===== config.mk =====
export PLATFORM = sky130hd
export DESIGN_NAME = serial_bus_arbiter
export DESIGN_NICKNAME = d
export VERILOG_FILES = /design/src/rtl/serial_bus_arbiter.sv
export SDC_FILE = /design/constraint.sdc
export NUM_CORES = 1
export LEC_CHECK = 0
export CORE_MARGIN = 5
export CORE_UTILIZATION = 25
export DETAILED_ROUTE_END_ITERATION = 8
export PLACE_DENSITY = 0.42
export SETUP_SLACK_MARGIN = 0.1
export SLEW_MARGIN = 20
export SYNTH_ARGS = -nofsm -noshare
export SYNTH_HDL_FRONTEND = slang
export SYNTH_SLANG_ARGS = --single-unit

===== constraint.sdc =====
create_clock -name clk -period 1.85 [get_ports clk]
set_input_delay 0.555 -clock clk [delete_from_list [all_inputs] [get_ports clk]]
set_output_delay 0.555 -clock clk [all_outputs]
set_load 0.02 [all_outputs]

===== src/rtl/serial_bus_arbiter.sv =====
// Two-master serial bus arbiter with split-slave parking/resume and grant timeout.
// Optional ARB_ROUND_ROBIN_EN: alternate on simultaneous requests (else m1 fixed priority).
module serial_bus_arbiter #(
  parameter int GRANT_TIMEOUT = 64
) (
  input  logic clk,
  input  logic rst,
  input  logic m1_breq,
  input  logic m2_breq,
  output logic m1_bgrant,
  output logic m2_bgrant,
  output logic m1_split,
  output logic m2_split,
  input  logic tx_done,
  input  logic s3_split,
  output logic s3_split_grant,
  output logic msel,
  output logic bus_busy,
  output logic timeout_err
);

  typedef enum logic [1:0] {IDLE, GRANT, RELEASE} state_t;

  state_t     state, state_nxt;
  logic       owner, owner_nxt;       // 0 = m1, 1 = m2
  logic       resumed, resumed_nxt;   // current grant is a split resume
  logic       park_vld, park_vld_nxt;
  logic       park_own, park_own_nxt;
  logic [7:0] cnt, cnt_nxt;
  logic       m1_split_nxt, m2_split_nxt, tout_nxt;
  logic       busy_nxt;
  logic       e1, e2, pick, own_req;
`ifdef ARB_ROUND_ROBIN_EN
  logic       last_own, last_own_nxt;
`endif

  assign e1      = m1_breq && !(park_vld && !park_own);
  assign e2      = m2_breq && !(park_vld &&  park_own);
  assign own_req = owner ? m2_breq : m1_breq;

`ifdef ARB_ROUND_ROBIN_EN
  assign pick = (e1 && e2) ? ~last_own : !e1;
`else
  assign pick = !e1;
`endif

  always_comb begin
    state_nxt    = state;
    owner_nxt    = owner;
    resumed_nxt  = resumed;
    park_vld_nxt = park_vld;
    park_own_nxt = park_own;
    cnt_nxt      = cnt;
    m1_split_nxt = m1_split;
    m2_split_nxt = m2_split;
    tout_nxt     = 1'b0;
`ifdef ARB_ROUND_ROBIN_EN
    last_own_nxt = last_own;
`endif
    case (state)
      // RELEASE arbitrates like IDLE so a waiting master follows the 1-cycle gap directly
      IDLE, RELEASE: begin
        state_nxt   = IDLE;
        resumed_nxt = 1'b0;
        if (park_vld && !s3_split) begin
          state_nxt   = GRANT;
          owner_nxt   = park_own;
          resumed_nxt = 1'b1;
          cnt_nxt     = '0;
          if (park_own) m2_split_nxt = 1'b0;
          else          m1_split_nxt = 1'b0;
        end else if (e1 || e2) begin
          state_nxt = GRANT;
          owner_nxt = pick;
          cnt_nxt   = '0;
        end
`ifdef ARB_ROUND_ROBIN_EN
        if (state_nxt == GRANT) last_own_nxt = owner_nxt;
`endif
      end
      GRANT: begin
        // a resumed grant ignores the master's breq and further split requests
        if (tx_done) begin
          state_nxt = RELEASE;
          if (resumed) park_vld_nxt = 1'b0;
        end else if (!resumed && !own_req) begin
          state_nxt = RELEASE;
        end else if (!resumed && s3_split && !park_vld) begin
          state_nxt    = RELEASE;
          park_vld_nxt = 1'b1;
          park_own_nxt = owner;
          if (owner) m2_split_nxt = 1'b1;
          else       m1_split_nxt = 1'b1;
        end else if (cnt == 8'(GRANT_TIMEOUT - 1)) begin
          state_nxt = RELEASE;
          if (resumed) park_vld_nxt = 1'b0;
        end else begin
          cnt_nxt = cnt + 8'd1;
          // pulse is registered, so it is raised one cycle early to land on the last grant cycle
          if (cnt == 8'(GRANT_TIMEOUT - 2)) tout_nxt = 1'b1;
        end
      end
      default: state_nxt = IDLE;
    endcase
    busy_nxt = (state_nxt == GRANT);
  end

  always_ff @(posedge clk or posedge rst) begin
    if (rst) begin
      state          <= IDLE;
      owner          <= 1'b0;
      resumed        <= 1'b0;
      park_vld       <= 1'b0;
      park_own       <= 1'b0;
      cnt            <= '0;
      m1_bgrant      <= 1'b0;
      m2_bgrant      <= 1'b0;
      m1_split       <= 1'b0;
      m2_split       <= 1'b0;
      s3_split_grant <= 1'b0;
      msel           <= 1'b0;
      bus_busy       <= 1'b0;
      timeout_err    <= 1'b0;
`ifdef ARB_ROUND_ROBIN_EN
      last_own       <= 1'b1;
`endif
    end else begin
      state          <= state_nxt;
      owner          <= owner_nxt;
      resumed        <= resumed_nxt;
      park_vld       <= park_vld_nxt;
      park_own       <= park_own_nxt;
      cnt            <= cnt_nxt;
      m1_bgrant      <= busy_nxt && !owner_nxt;
      m2_bgrant      <= busy_nxt &&  owner_nxt;
      m1_split       <= m1_split_nxt;
      m2_split       <= m2_split_nxt;
      s3_split_grant <= busy_nxt && resumed_nxt;
      msel           <= busy_nxt && owner_nxt;
      bus_busy       <= busy_nxt;
      timeout_err    <= tout_nxt;
`ifdef ARB_ROUND_ROBIN_EN
      last_own       <= last_own_nxt;
`endif
    end
  end

endmodule


==> qor.txt <==
power per cell area: 1251 mW/mm²
Worst Hold Class: reg2reg
core area: 0.004354 mm²
Fmax achieved: 587.2 MHz
Leak Pwr: 0.7276 nW
max cap viols: 0
Clk pwr share: 15.3%
Yosys top cell area share: 46.61%
Sequential Power Share: 34.5%
fin. max-slew vios: 0
top post-synthesis cells by area: dfrtp_1 47%, mux2i_1 3.6%, o311ai_2 2.9%
final setup vio count: 0
Area Overhead vs Synth: 40.62%
RSZ-0062 raised after global routing: no
DR vias: 963
Detailed Route WL: 2.889 mm
Syn Area/Cell: 11.27 µm²
initial antenna violation count: 0
Setup CP Type: reg2reg
placer congestion estimate: 0.7698
Mapped Area: 0.001127 mm²
Crit Path Max Fanout: 7
Rows: 24
mean routed wirelength per cell: 15.05 µm
chip height: 77.15 µm
number of global-route vias before repair: 940
EDFF count, synth: 0
Clock transition at path regs: 0.08 ns
cts bufs inserted: 3
Clock Sinks: 21
Overall Power: 0.001983 W
Final min period: 1.703 ns
Async S/R FF share, synth: 100.0%
Netlist cell types: 43
# placed instances: 183
DR iter-0 viols: 37
internal power: 0.001213 W
critical path launch point type: flip-flop
synthesized instance count: 100
Top FF cell, synth: dfrtp_1
clk_lat worst skew: 0.26 ns
combinational share of power: 50.2%
ant diodes: 0
Root Buffer: clkbuf_8
Seq/Total Area, Yosys: 46.61%
crit end category: flip-flop
Critical Path RT: 1.99 ns
Post-DP HPWL: 1.973 mm
clock buffer depth: 2
area leader, netlist: dfrtp_1
Synthesis Warnings: 0
outcome: completed
Net Sw Power: 0.0007707 W
most frequent cells in the layout: 26 x buf_4, 21 x dfrtp_1, 8 x nand2_1, 8 x dlygate4sd2_1
Final #Nets: 149
H-tree depth: 1
final std cells w/o fill: 192
die width: 77.15 µm
iteration count of the initial detailed-routing pass: 4
CTS tree: done
Total GRT Usage: 9.587%
worst slew pin tran: 0.3590 ns
register area: 525.5 µm²
share of cells above drive strength 1: 38.57%
Max IR drop VDD: 0.6307 mV
Via density: 5.016
final hold violations: 0
port bufs: 13
fill cell total of the finished layout: 440
pin count of the biggest net entering global routing: 22
commonest non-fill, non-tap cell in the layout: buf_4
Slew HR: 75.96%
# hold bufs at CTS: 0
multi-input logic area: 613.1 µm²
clock skew: 0.003320 ns
DRC: 0
first-pass GRT wire length: 4.602 mm
Synth Net Count: 108
Tcrit/Tclk final: 92.05%
post-route antenna net violation count: 0
grt ovf: 0
area of the die: 0.005952 mm²
Yosys reg bits: 21
io pins: 14
WP data arrival: 1.84 ns
Sw Share: 38.86%
Initial Util: 25.89%
layer usage:
layer / up-vias / track usage, % / share of wire, %
met2: 18 / 16.41 / 50
met5: - / 0 / 0
met1: 481 / 11.69 / 44
met3: 6 / 3.044 / 3.9
li1: 458 / - / -
met4: 0 / 2.062 / 1.5
per-stage QoR:
stage | util, % | worst slack [ns] | hold slack (ns) | setup TNS [ns] | instance area, µm²
final | 36.41 | 0.1471 | 0.5081 | 0 | 1585
after global routing | 36.41 | 0.1039 | 0.5346 | 0 | 1585
after CTS | 35.46 | 0.1060 | 0.5136 | 0 | 1544
after detailed placement | 33.56 | -0.4478 | 0.4890 | -6.828 | 1461
after global placement | 33.56 | -0.3876 | 0.4951 | -6.092 | 1461
after floorplan | - | 0.1272 | 0.4762 | 0 | 1136
registers in the layout, indices dropped and copies added, names as in the netlist:
register	count
bus_busy	1
cnt	8
m1_bgrant	1
m1_split	1
m2_split	1
msel	1
owner	1
park_own	1
park_vld	1
resumed	1
s3_split_grant	1
state	2
timeout_err	1
Yosys cell counts, types with 2 or more instances:
master,instances
a21bo_2,2
a21o_1,2
a21oi_1,5
and2_1,2
and3_1,2
buf_6,2
dfrtp_1,21
ha_1,2
inv_1,4
mux2i_1,4
nand2_1,8
nand2b_1,2
nand3_1,5
nor2_1,3
nor3_1,2
nor3b_1,2
nor4b_1,2
o21ai_0,2
o311ai_2,2
o31ai_1,2
or2b_1,2
worst max-delay path, cell delays in order, from the launching register on:
cell and delay [ns]:
dfrtp_1 0.39, ha_2 0.19, and3_4 0.20, a211o_4 0.38, o311ai_2 0.31, o41ai_2 0.11
power groups by stage:
stage                     Clock (W)  Sequential [W]  Combinational [W]
after floorplan                   0        0.000735           0.000497
after global placement            0        0.000679           0.000939
after detailed placement          0        0.000684           0.000944
after CTS                  0.000320        0.000682           0.000970
after global routing       0.000341        0.000705            0.00109
final                      0.000304        0.000684           0.000995
cells by family after synthesis:
kind of cell / Yosys count / share of synthesized area (%)
compound gates: 25 / 19.76
simple gates: 39 / 22.42
mux: 5 / 4.551
buf+inv: 8 / 4.439
flops: 21 / 46.61
fa+ha+maj: 2 / 2.219
path summary, 6_finish.rpt:
check	startpoint	endpoint	slack (ns)	depth (start not counted)
max in group asynchronous	rst	cnt[1]	1.01	3
worst min-delay path	m2_split	m2_split	0.51	1
worst max-delay path	cnt[1]	cnt[5]	0.15	5
worst min register to register	m2_split	m2_split	0.51	1
min in group asynchronous	rst	state[0]	0.62	3
worst max register to register	cnt[1]	cnt[5]	0.15	5
final cells by class:
cell class | instances | share of cell area [%]
inverters | 4 | 0.9471
clock buffers | 3 | 2.605
clock inverters | 1 | 0.3157
well taps | 52 | 4.104
flip-flops and latches | 21 | 33.15
multi-input cells | 72 | 38.67
repair buffers | 39 | 20.21
timing repair:
item / 4_1_cts / 5_1_grt
buffers inserted: 1 / 3
endpoints found under the setup margin: 26 / 9
gates resized for setup: 22 / 5
cloned: 1 / 0
pin swaps: 4 / 4
endpoints found under the hold margin: 0 / 0
No activity file was read; power rests on OpenSTA's default activity.
